[src/rtl/transmissor_serial.sv]
// Parallel-in / serial-out frame transmitter: start bit, LSB-first data, optional
// even parity and a stop bit, each held for CICLOS_POR_BIT clock cycles.
module transmissor_serial #(
    parameter int NBITS_DADO     = 4,
    parameter int CICLOS_POR_BIT = 4,
    parameter bit PARIDADE       = 1'b1
) (
    input  logic                  clk_2,
    input  logic                  reset_n,
    input  logic [NBITS_DADO-1:0] dado_in,
    input  logic                  valido_in,
    output logic                  pronto_out,
    output logic                  serial_out,
    output logic                  fim_out,
    output logic [2:0]            estado_out
);

    localparam int CW = (CICLOS_POR_BIT > 1) ? $clog2(CICLOS_POR_BIT) : 1;
    localparam int IW = (NBITS_DADO > 1) ? $clog2(NBITS_DADO) : 1;
    localparam logic [CW-1:0] CNT_MAX = CW'(CICLOS_POR_BIT - 1);
    localparam logic [IW-1:0] IDX_MAX = IW'(NBITS_DADO - 1);

    typedef enum logic [2:0] {
        ST_OCIOSO   = 3'd0,
        ST_INICIO   = 3'd1,
        ST_DADOS    = 3'd2,
        ST_PARIDADE = 3'd3,
        ST_PARADA   = 3'd4
    } estado_t;

    estado_t               estado_q;
    logic [CW-1:0]         cnt_q;
    logic [IW-1:0]         idx_q;
    logic [NBITS_DADO-1:0] shift_q;
    logic                  par_q;
    logic                  serial_q;
    logic                  fim_q;
    logic [NBITS_DADO-1:0] shift_d;

    // Line value for the next data bit is taken from the already-shifted word.
    assign shift_d = shift_q >> 1;

    always_ff @(posedge clk_2) begin
        if (!reset_n) begin
            // NOTE: the datapath registers are reset as well, so an aborted frame leaves no stale word behind.
            estado_q <= ST_OCIOSO;
            cnt_q    <= '0;
            idx_q    <= '0;
            shift_q  <= '0;
            par_q    <= 1'b0;
            serial_q <= 1'b1;
            fim_q    <= 1'b0;
        end else begin
            // NOTE: non-blocking assignments keep every register reading the pre-edge values of the others.
            fim_q <= 1'b0;
            case (estado_q)
                ST_OCIOSO: begin
                    serial_q <= 1'b1;
                    if (valido_in) begin
                        shift_q  <= dado_in;
                        par_q    <= ^dado_in;
                        cnt_q    <= '0;
                        idx_q    <= '0;
                        serial_q <= 1'b0;
                        estado_q <= ST_INICIO;
                    end
                end
                ST_INICIO, ST_DADOS, ST_PARIDADE, ST_PARADA: begin
                    if (cnt_q != CNT_MAX) begin
                        cnt_q <= cnt_q + CW'(1);
                    end else begin
                        cnt_q <= '0;
                        case (estado_q)
                            ST_INICIO: begin
                                serial_q <= shift_q[0];
                                estado_q <= ST_DADOS;
                            end
                            ST_DADOS: begin
                                shift_q <= shift_d;
                                if (idx_q == IDX_MAX) begin
                                    idx_q <= '0;
                                    if (PARIDADE) begin
                                        serial_q <= par_q;
                                        estado_q <= ST_PARIDADE;
                                    end else begin
                                        serial_q <= 1'b1;
                                        estado_q <= ST_PARADA;
                                    end
                                end else begin
                                    idx_q    <= idx_q + IW'(1);
                                    serial_q <= shift_d[0];
                                end
                            end
                            ST_PARIDADE: begin
                                serial_q <= 1'b1;
                                estado_q <= ST_PARADA;
                            end
                            default: begin
                                serial_q <= 1'b1;
                                fim_q    <= 1'b1;
                                estado_q <= ST_OCIOSO;
                            end
                        endcase
                    end
                end
                default: begin
                    serial_q <= 1'b1;
                    cnt_q    <= '0;
                    idx_q    <= '0;
                    estado_q <= ST_OCIOSO;
                end
            endcase
        end
    end

    // Ready drops as soon as reset is asserted so no word is offered to a block being reset.
    assign pronto_out = (estado_q == ST_OCIOSO) && reset_n;
    assign serial_out = serial_q;
    assign fim_out    = fim_q;
    assign estado_out = estado_q;

endmodule

[config.mk]
export PLATFORM = sky130hd
export DESIGN_NAME = transmissor_serial
export DESIGN_NICKNAME = d
export VERILOG_FILES = /design/src/rtl/transmissor_serial.sv
export SDC_FILE = /design/constraint.sdc
export NUM_CORES = 1
export LEC_CHECK = 0
export ABC_CLOCK_PERIOD_IN_PS = 3930
export CORE_MARGIN = 3
export CORE_UTILIZATION = 50
export DETAILED_ROUTE_END_ITERATION = 7
export GPL_TIMING_DRIVEN = 1
export PLACE_DENSITY = 0.76
export SLEW_MARGIN = 20
export SYNTH_ARGS = -nofsm -noshare
export SYNTH_HDL_FRONTEND = slang
export SYNTH_SLANG_ARGS = --single-unit
export TNS_END_PERCENT = 10
[constraint.sdc]
create_clock -name clk_2 -period 3.93 [get_ports clk_2]
set_clock_uncertainty 0.15 [all_clocks]
set_input_delay 0.5895 -clock clk_2 [delete_from_list [all_inputs] [get_ports clk_2]]
set_output_delay 0.5895 -clock clk_2 [all_outputs]
set_load 0.03 [all_outputs]
# Word level (Yosys, flattened, before mapping)

Index checks and enable logic that the tools add are counted.
Widths: inputs -> output; s select.

$add $sub $neg: 2
Equality and inequality tests: 10
Mux-type cells: 22
Bitwise logic cells: 2
Reductions and logical operators: 11

Operators with widths:

| operator            | number |
|---|---|
| $mux 4              | 3 |
| $mux 2              | 5 |
| $mux 3              | 3 |
| $pmux 3 s3          | 1 |
| $ne 2x2->1 const B  | 4 |
| $pmux 2 s2          | 2 |
| $pmux 4 s2          | 1 |
| $eq 3x2->1 const B  | 2 |
| $pmux 3 s2          | 1 |
| $reduce_and 3->1    | 2 |
| $reduce_or 3->1     | 2 |
| $add 2x1->2 const B | 2 |
| $mux 1              | 4 |
| $pmux 1 s2          | 2 |
| $reduce_and 4->1    | 1 |
| $reduce_or 4->1     | 1 |
| $reduce_xor 4->1    | 1 |
| $eq 3x1->1 const B  | 1 |
| $eq 3x3->1 const B  | 1 |
| $logic_not 3->1     | 1 |
| $ne 3x3->1 const B  | 1 |
| $eq 2x2->1 const B  | 1 |
| $not 1->1           | 2 |
| $reduce_and 2->1    | 1 |
| other kinds (2)     | 2 |

Flip-flop bits (word level): 14
Output and inout port bits: 6
Logic and storage cells: 54

# Logic depth before layout (Yosys ltp)

Gate-level depths: netlist (run 1).

Word-level depth: 5
Gate-level depth with buffers: 6

# Worst setup path before layout (run 1)

No wires, ideal clock.

Kind: register to output
Start: reg estado_q[0], in the netlist estado_out[0]
End: out pronto_out
Arrival: 1.329 ns
Required time: 3.191 ns
Slack: 1.861 ns
Cell stages (with the launch flop): 5
Buffers on the path: 2
Cell sequence: dfxtp_1 -> buf_6 -> or2_1 -> buf_6 -> nor2_1

Word-level cells in the longest chain between the ends: 2

Ends and longest elaborated chain:

| element                | line | text |
|---|---|---|
| start, declared        | 31   | `estado_t estado_q;` |
| start signal, assigned | 46   | `estado_q <= ST_OCIOSO;` |
| start signal, assigned | 65   | `estado_q <= ST_INICIO;` |
| start signal, assigned | 76   | `estado_q <= ST_DADOS;` |
| $logic_not 3->1        | 117  | `assign pronto_out = (estado_q == ST_OCIOSO) && reset_n;` |
| $logic_and 1x1->1      | 117  |  |
| end, declared          | 12   | `output logic pronto_out,` |

Every way passes these cells.

# Worst setup path after layout (run 1)

Start: in reset_n
End: out pronto_out

Word-level cells in the longest chain between the ends: 1

Ends and longest elaborated chain:

| element           | line | text |
|---|---|---|
| start, declared   | 9    | `input logic reset_n,` |
| $logic_and 1x1->1 | 117  |  |

Every way passes these cells.

==> impl_results.md, run 1 <==
- Critical-path top delay cell: clkdlybuf4s50_1
- DRC Markers: 0
- R2R depth: 4
- Post-synth EDFFs: 0
- Seq pwr share: 50.0%
- Power, Total: 0.311 mW
- Die area: between 0.002 and 0.0025 sq mm
- Tcrit/Tclk final: 78.2%
- Area of the multi-input gates: ~450 sq um
- R2r setup slk: 2.23 ns
- Unrepaired setup endpoints after global routing: no
- Clock Tree Buf Depth: 2
- Crit end category: primary output
- CP Launch Point: reset_n
- Sequential-to-total area share from yosys stat: 36.0%
- Initial DRC count: 10
- Clock Latency Late Sink: 0.28 ns
- Post-synth cell types: 38
- Fin. Hold Viols: 0
- Max-Cap Viols: 0
- Critical path class: in2out
- First-pass GRT wire length: around 2.6 mm
- CP peak stage delay: 0.77 ns
- Avg Inst Size Synth: 8.96 sq um
- Worst Max-Slew Pin Slew: 0.484 ns
- CP Data Arrival Time: approximately 2.3 ns
- Seq. cell area: 280 sq um
- Largest net degree at the start of global routing: 17
- Post-synth top cells: dfxtp_1 (14), nand2_1 (8), a21oi_1 (6), nor2_1 (6), o21ai_0 (6)
- Internal power: between 0.2 and 0.25 mW
- PortBufs: 12
- Total GRT Usage: ~17%
- Most used DFF post-synth: dfxtp_1
- Core area: 0.00138 sq mm
- I/O pins: 13
- CP Capture Point: pronto_out
- Initial Util: 56.4%
- Sw Share: 25.6%
- RePlAce Congestion: around 0.80
- Post-CTS Setup Repair Bufs: 0
- Share of cells above drive strength 1: 9.18%
- Pre-CTS WS: ~0.86 ns
- R2r startpoint: estado_out[1]$_SDFFE_PN0P_
- Status: completed
- Die width: 45.5 um
- Final HPWL DP: 1.09 mm
- # resized after CTS: 0
- CTS Buf Count: 3
- Via count: 652
- Most instantiated library cell after synthesis: dfxtp_1
- CP required: 3.19 ns
- Leakage: 0.352 nW
- CP cell instances: clkdlybuf4s50_1 > nand2b_1 > nor2_1 > clkdlybuf4s50_1
- Die height: between 40 and 50 um
- Syn Inst Count: 87
- Final setup viols: 0
- NumNets Final: around 110
- Min-Delay Path Class: reg2reg
- Worst vdd ir: 0.000218 V
- Clock power share: approximately a third
- Grt ovf: 0
- Max Fclk: ~330 MHz
- Post-DR wirelength/cell: about 14 um
- Post-Syn Area: ~800 sq um
- Initial antenna violation count: 0
- Fillers: 120
- Antenna diode count: 0
- CP max FO: 16
- Synth top area share: between 30 and 40%
- Combinational share of power: 17.1%
- DRT Wirelength: ~1.5 mm
- Vias per cell: around 5.8
- ANT nets after route: 0
- Total net switching power: 0.0798 mW
- Critical Path Source Type: input pin
- Syn_nets: 96
- Terminus of the critical flop-to-flop path: shift_q[0]$_SDFFE_PN0P_
- Pwr dens: 341 mW/mm^2
- Yosys synthesis warning count: 0
- TritonCTS clock tree: yes
- Root Buffer: clkbuf_4
- TritonRoute pass-1 iters: 4
- FFs w/ async S/R, synth: 0%
- FF+latch count, synth: 14
- Area growth from synthesis to final layout: 17.0%
- CP dominant cell by count: clkdlybuf4s50_1
- Num rows: 13
- Clk sinks: 14
- Tmin final: 3.07 ns
- Worst slew margin: 67.7%
- Yosys top cell by area: dfxtp_1
- Final setup TNS: 0 ns
- Hold buffer count at CTS: 0
- Largest cells by area after synthesis: dfxtp_1 (36%), mux2i_1 (5.1%), buf_6 (4.3%), a21oi_1 (3.9%), o21ai_0 (3.9%)
- Number of global-route vias before repair: 590
- H-tree depth: 1
- Worst Slack Setup Final: 0.858 ns
- Max Slew Vio Count: 0
- Clock-pin slew on the worst setup and hold paths: 0.08 ns
-- stage by stage --
step           hold slack [ns]  area (sq um)  std cells  utilization [%]
6_report                 0.329           912        113             66.0
5_1_grt                  0.355           912        113             66.0
4_1_cts                  0.325           912        113             66.0
3_5_place_dp             0.313           876        109             63.3
3_3_place_gp             0.305           876        109             63.3
2_1_floorplan            0.289           779         87                -
-- power by group through the flow --
stage / clock (mW) / combinational (mW) / sequential, mW
2_1_floorplan: 0 / 0.0365 / 0.159
3_3_place_gp: 0 / 0.0522 / 0.158
3_5_place_dp: 0 / 0.0531 / 0.159
4_1_cts: 0.108 / 0.0533 / 0.156
5_1_grt: 0.117 / 0.0586 / 0.157
6_report: 0.102 / 0.0532 / 0.156
-- how the worst min path moves through the flow --
stage | startpoint | end | cells after the start
final | shift_q[3]$_SDFFE_PN0P_ | shift_q[3]$_SDFFE_PN0P_ | 2
after global routing | idx_q[1]$_SDFFE_PN0P_ | idx_q[1]$_SDFFE_PN0P_ | 2
after CTS | idx_q[1]$_SDFFE_PN0P_ | idx_q[1]$_SDFFE_PN0P_ | 2
after detailed placement | idx_q[1]$_SDFFE_PN0P_ | idx_q[1]$_SDFFE_PN0P_ | 2
after global placement | idx_q[1]$_SDFFE_PN0P_ | idx_q[1]$_SDFFE_PN0P_ | 2
after floorplan | idx_q[1]$_SDFFE_PN0P_ | idx_q[1]$_SDFFE_PN0P_ | 2
-- layout make-up --
cell class / count / share of cell area (%)
multi-input cells: 67 / 49.7
flip-flops and latches: 14 / 30.7
repair buffers: 12 / 13.2
clock buffers: 4 / 3.98
well taps: 15 / 2.06
inverters: 1 / 0.412
-- sequential cells by signal, summed over array words and instances (netlist names) --
name,cells
estado_out,3
par_q,1
cnt_q,2
idx_q,2
fim_out,1
shift_q,4
serial_out,1
-- cells by family after synthesis --
| family | synth area share [%] |
|---|---|
| AOI/OAI and AO/OA | 19.6 |
| adders and majority gates | 3.21 |
| and+or+nand+nor | 22.2 |
| buffers and inverters | 5.94 |
| muxes | 6.58 |
| xor gates and xnor gates | 6.58 |
| DFF | 36.0 |
-- routing by layer --
layer | GRT usage [%] | up-vias | share of wire, %
li1 | - | 336 | -
met1 | 21.5 | 300 | 48
met2 | 26.5 | 14 | 46
met3 | 7.11 | 2 | 5.4
met4 | 6.43 | 0 | 0.65
met5 | 0 | - | 0
-- cell usage in the layout, fill, tap and decap left out, types with 3 or more instances in the layout --
cell type / instances
dfxtp_1: 14
clkdlybuf4s50_1: 12
mux2i_1: 4
nand2_1: 8
clkbuf_4: 3
nor2_1: 6
o21ai_0: 6
a21oi_1: 6
-- worst max-delay path, delay by kind of cell --
family | cells | cell delay (ns)
buf+inv | 2 | 1.44
simple gates | 2 | 0.30
No activity file was read; power rests on OpenSTA's default activity.
==> run 2: changes to the inputs <==
--- a/config.mk
+++ b/config.mk
@@ -5,7 +5,7 @@
 export SDC_FILE = /design/constraint.sdc
 export NUM_CORES = 1
 export LEC_CHECK = 0
-export ABC_CLOCK_PERIOD_IN_PS = 3930
+export ABC_CLOCK_PERIOD_IN_PS = 3000
 export CORE_MARGIN = 3
 export CORE_UTILIZATION = 50
 export DETAILED_ROUTE_END_ITERATION = 7
==> constraint.sdc (replaced) <==
create_clock -name clk_2 -period 3 [get_ports clk_2]
set_clock_uncertainty 0.15 [all_clocks]
set_input_delay 0.45 -clock clk_2 [delete_from_list [all_inputs] [get_ports clk_2]]
set_output_delay 0.45 -clock clk_2 [all_outputs]
set_load 0.03 [all_outputs]
==> run 2 against run 1 <==
Effect of this change: utilization rose by 0.54 points; first-iteration DRC count up 10%; via count is 1.1% higher; sequential share of layout area down 0.25 points; wire length fell by 3.1%; clock power rose by 35%; register-to-register slack got worse by 0.88 ns; clock-buffer cell count unchanged; global-route usage decreased by 0.46 points; highest routed layer unchanged.
==> impl_results.md, run 2 (synthesis results as in run 1) <==
- Status: completed
- Area of the multi-input gates: 453 sq um (unchanged)
- Critical Path Source Type: flop
- Placed cell areas: 883 sq um (+0.86%)
- I/O pins: 13 (unchanged)
- Final Cell Area: 920 sq um (+0.82%)
- DRC Markers: 0 (unchanged)
- TritonRoute pass-1 iters: 3 (-1)
- Fin. Hold Viols: 0 (unchanged)
- Initial Util: 56.4% (unchanged)
- Vias per cell: 5.78 (+0.19%)
- First-pass GRT wire length: 2.55 mm (unchanged)
- Post-DR wirelength/cell: 13.0 um (-4.0%)
- Worst Max-Slew Pin Slew: 0.419 ns (-0.0641 ns)
- Largest net degree at the start of global routing: 16 (-1)
- Clk sinks: 14 (unchanged)
- Num rows: 13 (unchanged)
- Fillers: 117 (-2.5%)
- Share of cells above drive strength 1: 10.1% (+0.92 points)
- RePlAce Congestion: 0.830 (+3.4%)
- Grt ovf: 0 (unchanged)
- Commonest cells after routing, fill and taps aside: dfxtp_1 (14), clkdlybuf4s50_1 (12), nand2_1 (8)
- WHS: 0.321 ns (-0.00806 ns)
- R2r setup slk: 1.35 ns (-0.88 ns)
- CTS Buf Count: 3 (unchanged)
- PortBufs: 12 (unchanged)
- Crit end category: primary output
- H-tree depth: 1 (unchanged)
- Core area: 0.00138 sq mm (unchanged)
- Placed Instances: 110 (+0.92%)
- CP required: 2.40 ns (-0.79 ns)
- Final Util: 66.5% (+0.54 points)
- Worst slew margin: 71.9% (+4.2 points)
- Most common cell after layout, fill and taps aside: dfxtp_1
- Initial antenna violation count: 0 (unchanged)
- Min-Delay Path Class: reg2reg
- Die width: 45.5 um (unchanged)
- Clock Tree Buf Depth: 2 (unchanged)
- NumNets Final: 109 (+0.93%)
- Die height: 45.5 um (unchanged)
- CP max FO: 12 (-4)
- Hold buffer count at CTS: 0 (unchanged)
- R2R depth: 4 (unchanged)
- CP Data Arrival Time: 1.87 ns (-0.46 ns)
- Critical path class: reg2out
- Count of non-filler cells in the finished layout: 114 (+0.88%)
- Initial DRC count: 11 (+1)
- # resized after CTS: 0 (unchanged)
- Area growth from synthesis to final layout: 18.0%
- Max-Cap Viols: 0 (unchanged)
- Hold path depth: 2 (unchanged)
- Largest register FFs: 4 (unchanged)
- Final setup TNS: 0 ns (unchanged)
- Clock-pin slew on the worst setup and hold paths: 0.09 ns (about the same)
- Tmin final: around 2.5 ns
- Seq. cell area: 280 sq um (unchanged)
- Final setup viols: 0 (unchanged)
- Root Buffer: clkbuf_4
- Worst vdd ir: 0.000302 V (+39%)
- Via count: 659 (+1.1%)
- Final HPWL DP: 1.10 mm (+0.89%)
- DRT Wirelength: 1.48 mm (-3.1%)
- Leakage: 0.357 nW (+1.4%)
- Max Slew Vio Count: 0 (unchanged)
- Most flop-heavy register: shift_q
- Unrepaired setup endpoints after global routing: no
- R2r startpoint: estado_out[1]$_SDFFE_PN0P_
- TritonCTS clock tree: yes
- Tcrit/Tclk final: about 82%
- Pwr dens: 448 mW/mm^2 (+31%)
- Die area: 0.00207 sq mm (unchanged)
- CP Launch Point: estado_out[1]$_SDFFE_PN0P_
- ANT nets after route: 0 (unchanged)
- Clock Latency Late Sink: 0.28 ns (about the same)
- Post-CTS Setup Repair Bufs: 0 (unchanged)
- Max Fclk: approximately 400 MHz
- Antenna diode count: 0 (unchanged)
- Hold_sp: idx_q[1]$_SDFFE_PN0P_
- Total GRT Usage: 16.9% (-0.46 points)
- Number of global-route vias before repair: 604 (+2.4%)
[run 2: power breakdown]
part           leakage, nW  switching (mW)  internal [mW]
clock network       0.0210          0.0640         0.0738
logic                0.221          0.0355         0.0349
registers            0.115         0.00815          0.195
total                0.357           0.108          0.304
[run 2: path summary, 6_finish.rpt]
path	endpoint
setup / recovery	pronto_out
hold / removal	idx_q[1]$_SDFFE_PN0P_
setup reg to reg	shift_q[0]$_SDFFE_PN0P_
hold reg to reg	idx_q[1]$_SDFFE_PN0P_
[run 2: worst max-delay path, cell delays in order, from the launching register on]
cell	delay [ns]
dfxtp_1	0.44
or2_1	0.36
nor2_1	0.12
clkdlybuf4s50_1	0.67
[run 2: layer usage]
layer | track usage (%) | wire, um
met1 | 21.6 | 723
met4 | 10.5 | 30
met2 | 26.2 | 672
met3 | 2.37 | 53
met5 | 0 | 0
[run 2: stage by stage]
stage / setup WS [ns] / total power, mW
floorplan: 1.07 / 0.256
global placement: 0.588 / 0.277
detailed placement: 0.582 / 0.278
CTS: 0.516 / 0.419
global route: 0.449 / 0.434
finish: 0.533 / 0.412
[run 2: final cells by class]
cell class / instances / area share [%]
Clock buffer: 4 / 3.95
Inverter: 1 / 0.408
Multi-Input combinational cell: 67 / 49.3
Sequential cell: 14 / 30.5
Tap cell: 15 / 2.04
Timing Repair Buffer: 13 / 13.9
==> run 3: changes to the inputs <==
--- a/config.mk
+++ b/config.mk
@@ -5,7 +5,7 @@
 export SDC_FILE = /design/constraint.sdc
 export NUM_CORES = 1
 export LEC_CHECK = 0
-export ABC_CLOCK_PERIOD_IN_PS = 3000
+export ABC_CLOCK_PERIOD_IN_PS = 2600
 export CORE_MARGIN = 3
 export CORE_UTILIZATION = 50
 export DETAILED_ROUTE_END_ITERATION = 7
==> constraint.sdc (replaced) <==
create_clock -name clk_2 -period 2.6 [get_ports clk_2]
set_clock_uncertainty 0.15 [all_clocks]
set_input_delay 0.39 -clock clk_2 [delete_from_list [all_inputs] [get_ports clk_2]]
set_output_delay 0.39 -clock clk_2 [all_outputs]
set_load 0.03 [all_outputs]
==> run 3 against run 2 <==
Effect of this change: cell area shrank 1.8%; clock power shrank 12%; final cell count shrank 0.88%; critical endpoint is now estado_out[1].
==> impl_results.md, run 3 (synthesis results as in run 1) <==
- Post-CTS Setup Repair Bufs: 0 (unchanged)
- Largest register FFs: 4 (unchanged)
- Critical path class: reg2out
- Post-DR wirelength/cell: 13.9 um (+7.5%)
- Initial DRC count: 7 (-4)
- Count of non-filler cells in the finished layout: 113 (-0.88%)
- Commonest cells after routing, fill and taps aside: dfxtp_1 (14), clkdlybuf4s50_1 (11), nand2_1 (8)
- ANT nets after route: 0 (unchanged)
- Clk sinks: 14 (unchanged)
- CP peak stage delay: 0.76 ns (+0.09 ns)
- First-pass GRT wire length: 2.63 mm (+2.9%)
- Most common cell after layout, fill and taps aside: dfxtp_1
- Critical Path Source Type: flop
- Initial antenna violation count: 0 (unchanged)
- Worst Slack Setup Final: 0.416 ns (-0.118 ns)
- CP required: 2.06 ns (-0.34 ns)
- Most flop-heavy register: shift_q
- Max Fclk: approximately 460 MHz
- Clock Tree Buf Depth: 2 (unchanged)
- Fin. Hold Viols: 0 (unchanged)
- R2r startpoint: estado_out[1]$_SDFFE_PN0P_
- Crit-path leading delay family: buffers and inverters
- Hold_sp: idx_q[1]$_SDFFE_PN0P_
- Final HPWL DP: 1.16 mm (+5.7%)
- I/O pins: 13 (unchanged)
- Crit end category: primary output
- RePlAce Congestion: 0.851 (+2.6%)
- Largest net degree at the start of global routing: 16 (unchanged)
- Share of cells above drive strength 1: 10.2% (+0.10 points)
- Unrepaired setup endpoints after global routing: no
- Clock-pin slew on the worst setup and hold paths: 0.08 ns (about the same)
- Worst vdd ir: 0.000309 V (+2.1%)
- Final setup viols: 0 (unchanged)
- Grt ovf: 0 (unchanged)
- Core area: 0.00138 sq mm (unchanged)
- Final Cell Area: 903 sq um (-1.8%)
- Num rows: 13 (unchanged)
- Die height: 45.5 um (unchanged)
- TritonRoute pass-1 iters: 4 (+1)
- Die area: 0.00207 sq mm (unchanged)
- Hold buffer count at CTS: 0 (unchanged)
- NumNets Final: 109 (unchanged)
- Max-Cap Viols: 0 (unchanged)
- Tcrit/Tclk final: between 80% and 90%
- Die width: 45.5 um (unchanged)
- DRT Wirelength: 1.58 mm (+6.6%)
- DRC Markers: 0 (unchanged)
- PortBufs: 12 (unchanged)
- Pre-CTS WS: 0.740 ns (+0.158 ns)
- Leakage: 0.351 nW (-1.7%)
- # resized after CTS: 0 (unchanged)
- Final setup TNS: 0 ns (unchanged)
- Antenna diode count: 0 (unchanged)
- Critical-path top delay cell: clkdlybuf4s50_1
- Tmin final: 2.18 ns
- CP cell instances: clkdlybuf4s50_1
- Status: completed
- Via count: 654 (-0.76%)
- Min-Delay Path Class: reg2reg
- CP Data Arrival Time: 1.64 ns (-0.23 ns)
- Max Slew Vio Count: 0 (unchanged)
- H-tree depth: 1 (unchanged)
- Worst Max-Slew Pin Slew: 0.449 ns (+0.0294 ns)
- Initial Util: 56.4% (unchanged)
- Clock Latency Late Sink: 0.28 ns (about the same)
- TritonCTS clock tree: yes
- Number of global-route vias before repair: 589 (-2.5%)
- CP max FO: 12 (unchanged)
- Placed cell areas: 881 sq um (-0.28%)
- CP Launch Point: estado_out[1]$_SDFFE_PN0P_
- Vias per cell: 5.79 (+0.12%)
- Total GRT Usage: 17.8% (+0.99 points)
- CTS Buf Count: 3 (unchanged)
- Area growth from synthesis to final layout: 15.9%
- WP buf/inv: 1 (unchanged)
- Root Buffer: clkbuf_4
- Pwr dens: 486 mW/mm^2 (+8.6%)
- Placed Instances: 110 (unchanged)
- Worst slew margin: 70.0% (-1.9 points)
[run 3: cell type report]
class / count / area [sq um]
flip-flops and latches: 14 / 280
fillers: 130 / 479
clock buffers: 3 / 22.5
repair buffers: 13 / 125
well taps: 15 / 18.8
multi-input cells: 67 / 453
inverters: 1 / 3.75
[run 3: path summary, 6_finish.rpt]
kind                                  end  slack, ns  cells past startpoint
setup / recovery            estado_out[1]       0.42                      1
hold / removal      idx_q[1]$_SDFFE_PN0P_       0.31                      2
setup reg to reg  shift_q[2]$_SDFFE_PN0P_       0.90                      4
hold reg to reg     idx_q[1]$_SDFFE_PN0P_       0.31                      2
[run 3: worst reg2reg max path: cells and delay by family (launching register included)]
family           cells  cell delay (ns)
AO/OA/AOI/OAI        1             0.09
multiplexers         1             0.23
flip-flops           1             0.60
AND/OR/NAND/NOR      1             0.11
XOR/XNOR             1             0.38
[run 3: through the flow]
step                hold WS, ns  utilization [%]  power (mW)
global route              0.354             65.3       0.462
finish                    0.315             65.3       0.439
floorplan                 0.289                -       0.296
global placement          0.305             63.7       0.319
detailed placement        0.309             63.7       0.322
CTS                       0.320             65.3       0.441
[run 3: report_power, final]
part           switching [mW]  total, mW  internal, mW
Clock                  0.0685      0.122        0.0538
Combinational          0.0420     0.0819        0.0399
Sequential            0.00961      0.235         0.225
Total                   0.120      0.439         0.319
[run 3: layer usage]
layer | vias up | GRT usage (%) | share of wire, %
met5 | - | 0 | 0
met4 | 0 | 5.26 | 0.82
met3 | 2 | 5.93 | 4.8
met2 | 11 | 29.0 | 49
met1 | 305 | 22.2 | 45
li1 | 336 | - | -
==> edit 1 (config.mk and constraints of run 3) <==
Reset style: asynchronous (`reset_n`), changed in one clocked block.
--- a/src/rtl/transmissor_serial.sv
+++ b/src/rtl/transmissor_serial.sv
@@ -41,5 +41,5 @@
     assign shift_d = shift_q >> 1;
 
-    always_ff @(posedge clk_2) begin
+    always_ff @(posedge clk_2 or negedge reset_n) begin
         if (!reset_n) begin
             // NOTE: the datapath registers are reset as well, so an aborted frame leaves no stale word behind.
Function: differs if reset_n is asserted again (counterexample within 4 cycles, from zero or initial values and one cycle with reset_n low); with reset_n held inactive, the same outputs for 10 cycles.
==> edit 1 against run 3 <==
Area after synthesis increased by 8.7%; routed wire length is 9.3% higher; sequential cell count unchanged; setup slack better by 0.094 ns; design area up 11%; critical path depth increased by 1; critical path type unchanged; critical endpoint is now estado_out[0].
Power is not compared: it rests on default switching activity, and its combinational part moved more than twofold at a synthesized area within 25%.
==> edit 1: results (changes against run 3) <==
place:
  io_buffer_count: 12  # unchanged
  post-place-ws_ns: 0.664  # was 0.740 ns
  gp_congestion: 0.838  # was 0.851
  dp_hpwl_um: 1270  # was 1160 µm
  placed_area_um2: 970  # was 881 µm²
finish:
  layout-drive-gt1-share: 0.160  # was 0.102
  n_fill_cell: 126  # was 130
  n_antenna_cell: 0  # unchanged
  nets: 110  # was 109
  largest_register_ffs: 4  # unchanged
  final_cells: 116  # was 113
worst_setup_path:
  arrival_ns: 1.55  # was 1.64 ns
  max_stage_delay_ns: 0.71  # was 0.76 ns
  reg2reg_from: "estado_out[1]"  # unchanged
  cp_max_fo: 19  # was 12
  critPathTopFamily: "buffers and inverters"  # unchanged
  critical_path.startpoint: "estado_out[0]"  # was estado_out[1]
grt:
  grt_util_met3: 0.0575  # was 0.0593
  use_met2: 0.285  # was 0.290
  grt.total_usage: 0.198  # was 0.178
  grt_max_degree: 20  # was 16
  use_met1: 0.270  # was 0.222
  grt_pass1_vias: 670  # was 589
  grt_pass1_wl_um: 3060  # was 2630 µm
routing:
  routedWlPerCell_um: 14.8  # was 13.9 µm
  wl_met3_um: 76  # was 75 µm
  route.met2.wl_um: 759  # was 777 µm
  wl_met1_um: 849  # was 709 µm
  first_iter_violations: 11  # was 7
  viasPerCell: 5.87  # was 5.79
synth:
  synth_compound_area_frac: 0.199  # was 0.196
  ys_seq_area_frac: 0.415  # was 0.360
  syn_avg_cell_area_um2: 9.85  # was 8.96 µm²
  yosys-top-cells-area: "dfrtp_1 (38%), a21oi_1 (4.7%), xnor2_1 (4.1%), dfstp_2 (3.1%), nor4b_1 (3.1%)"  # was dfxtp_1 (36%), mux2i_1 (5.1%), buf_6 (4.3%), a21oi_1 (3.9%), o21ai_0 (3.9%)
  ys_top_cells_by_count: "dfrtp_1 (13), a21oi_1 (8), nor2_1 (6), nand3_1 (5)"  # was dfxtp_1 (14), nand2_1 (8), a21oi_1 (6), nor2_1 (6), o21ai_0 (6)
  synthArstFlopShare: 1.00  # was 0
  synth_mux_area_frac: 0.0310  # was 0.0658
  synth-main-ff-cell: "dfrtp_1"  # was dfxtp_1
  synth-xor-area-share: 0.0414  # was 0.0658
  syn-num-nets: 95  # was 96
  synthDistinctLibCells: 36  # was 38
  ys_warn_count: 0  # unchanged
  synth_adder_area_share: 0.0295  # was 0.0321
sta:
  maxSlewHeadroom: 0.680  # was 0.700
  finalSetupViolCount: 0  # unchanged
status:
  outcome: "finished clean"  # unchanged
power:
  total_power_w: 0.00120
  power.switching_w: 0.000516
clock_network:
  cts_root_buffer: "clkbuf_4"  # unchanged
  post_cts_resized: 0  # unchanged
  clk_pin_slew_ns: 0.09
min_path:
  hold_class: "in2async"  # was reg2reg
## edit 1: cell families (layout without fill, tap and decap cells)
family | count (synthesis) | after routing
multiplexers | 2 | 2
AO/OA/AOI/OAI | 27 | 27
buffers and inverters | 8 | 22
AND/OR/NAND/NOR | 29 | 29
adder cells (fa/ha/maj) | 2 | 2
flip-flops | 14 | 14
XOR/XNOR | 4 | 4
## edit 1: final timing paths
check                                 to  slack [ns]
setup / recovery           estado_out[0]        0.51
hold / removal                shift_q[2]        0.29
setup reg to reg                idx_q[0]        0.93
hold reg to reg                 idx_q[1]        0.36
max in group asynchronous     serial_out        1.76
min in group clk_2              idx_q[1]        0.36
## edit 1: cell type report
| type | instances | area, µm² | share of cell area |
|---|---|---|---|
| multi-input combinational | 64 | 443 | 0.440 |
| sequential | 14 | 352 | 0.350 |
| inverter | 2 | 7.51 | 0.00746 |
| timing repair buffer | 16 | 148 | 0.147 |
| clock buffer | 4 | 36.3 | 0.0361 |
| tap | 16 | 20.0 | 0.0199 |
==> edit 2 (settings of run 3) <==
Made on the original files. `NBITS_DADO`: 4 -> 8.
--- a/src/rtl/transmissor_serial.sv
+++ b/src/rtl/transmissor_serial.sv
@@ -2,5 +2,5 @@
 // even parity and a stop bit, each held for CICLOS_POR_BIT clock cycles.
 module transmissor_serial #(
-    parameter int NBITS_DADO     = 4,
+    parameter int NBITS_DADO     = 8,
     parameter int CICLOS_POR_BIT = 4,
     parameter bit PARIDADE       = 1'b1
Ports: changed (resized dado_in); port bits go from 13 to 17. No check against the original RTL was run, so the function may have changed too.
==> edit 2 against run 3 <==
Count of clock-buffer cells in the layout grew 1; routed wire length grew 43%; sequential cell count grew 5; design area grew 39%; non-clock buffer count grew 6; area after synthesis grew 35%; total power grew 35%; setup slack lost 0.25 ns; critical path type unchanged; largest cell class unchanged.
==> edit 2: results (changes against run 3) <==
routing:
  first_iter_violations: 14  # was 7
  wirelength_um: 2260  # was 1580 µm
  wl_met3_um: 125  # was 75 µm
  ant_nets: 0  # unchanged
  wl_met1_um: 976  # was 709 µm
  viasPerCell: 5.64  # was 5.79
  vias: 903  # was 654
  route.met2.wl_um: 1140  # was 777 µm
synth:
  ys_top_cells_by_count: "dfxtp_1 (19), nor2_1 (14), a21oi_1 (10), mux2i_1 (9)"  # was dfxtp_1 (14), nand2_1 (8), a21oi_1 (6), nor2_1 (6), o21ai_0 (6)
  synth_adder_area_share: 0.0357  # was 0.0321
  synth_compound_area_frac: 0.193  # was 0.196
  synth_mux_area_frac: 0.0857  # was 0.0658
  syn-num-nets: 134  # was 96
  yosys-top-cells-area: "dfxtp_1 (36%), mux2i_1 (8.6%), xnor2_1 (5.8%), a211oi_1 (5.0%), nor2_1 (5.0%)"  # was dfxtp_1 (36%), mux2i_1 (5.1%), buf_6 (4.3%), a21oi_1 (3.9%), o21ai_0 (3.9%)
  synthDistinctLibCells: 34  # was 38
  syn_avg_cell_area_um2: 8.76  # was 8.96 µm²
  synth-xor-area-share: 0.0929  # was 0.0658
finish:
  nets: 150  # was 109
  layout-drive-gt1-share: 0.0667  # was 0.102
power:
  leakagePower_nw: 0.455  # was 0.351 nW
place:
  gp_congestion: 0.802  # was 0.851
  io_buffer_count: 16  # was 12
  post-place-ws_ns: 0.250  # was 0.740 ns
  place_inst: 156  # was 110
  dp_hpwl_um: 1640  # was 1160 µm
worst_setup_path:
  arrival_ns: 1.89  # was 1.64 ns
  max_stage_delay_ns: 0.67  # was 0.76 ns
  cp_max_fo: 13  # was 12
grt:
  use_met1: 0.227  # was 0.222
  grt_pass1_vias: 831  # was 589
  grt_pass1_wl_um: 3810  # was 2630 µm
  use_met2: 0.333  # was 0.290
  grt_util_met3: 0.0630  # was 0.0593
status:
  outcome: "finished clean"  # unchanged
clock_network:
  clk_pin_slew_ns: 0.10  # was 0.08 ns
sta:
  maxSlewHeadroom: 0.702  # was 0.700
-- edit 2: cell count changes after synthesis, sizes merged, moves of 2 or more --
cell	delta
o31ai	-2
clkbuf	+3
nand2	-4
a211oi	+7
o211ai	+2
xnor2	+5
a21boi	-2
inv	+2
a21oi	+4
nor2	+8
mux2i	+5
dfxtp	+5
-- edit 2: kinds of logic after synthesis --
| logic type | after synthesis |
|---|---|
| simple gates | 37 |
| compound gates | 32 |
| flops | 19 |
| buf+inv | 11 |
| xor+xnor | 9 |
| mux | 9 |
| fa+ha+maj | 3 |
-- edit 2: cell type report --
| type | count | area (µm²) |
|---|---|---|
| Timing Repair Buffer | 19 | 183 |
| Fill cell | 165 | 602 |
| Inverter | 3 | 11.3 |
| Tap cell | 25 | 31.3 |
| Multi-Input combinational cell | 90 | 624 |
| Sequential cell | 19 | 380 |
| Clock buffer | 4 | 26.3 |
-- edit 2: tightest hold or removal path, cell delays in order, from the launching register on --
cell,delay [ns]
dfxtp_1,0.33
o21ai_0,0.07
a21oi_1,0.06
-- edit 2: power breakdown --
part | leakage [nW] | switching, W | internal (W)
clock network | 0.0150 | 0.0000857 | 0.0000596
logic | 0.285 | 0.0000643 | 0.0000621
registers | 0.156 | 0.0000131 | 0.000307
-- edit 2: per-stage QoR --
stage	total power [W]	instance area, µm²
detailed placement	0.000452	1230
floorplan	0.000409	1050
global route	0.000628	1260
finish	0.000592	1260
CTS	0.000598	1260
global placement	0.000447	1230
-- edit 2: worst paths after layout --
kind,start,endpoint,cells past startpoint,slack (ns)
max,estado_out[0],pronto_out,3,0.17
min,idx_q[1],idx_q[1],2,0.34
max reg2reg,cnt_q[0],shift_q[1],6,0.77
min reg2reg,idx_q[1],idx_q[1],2,0.34
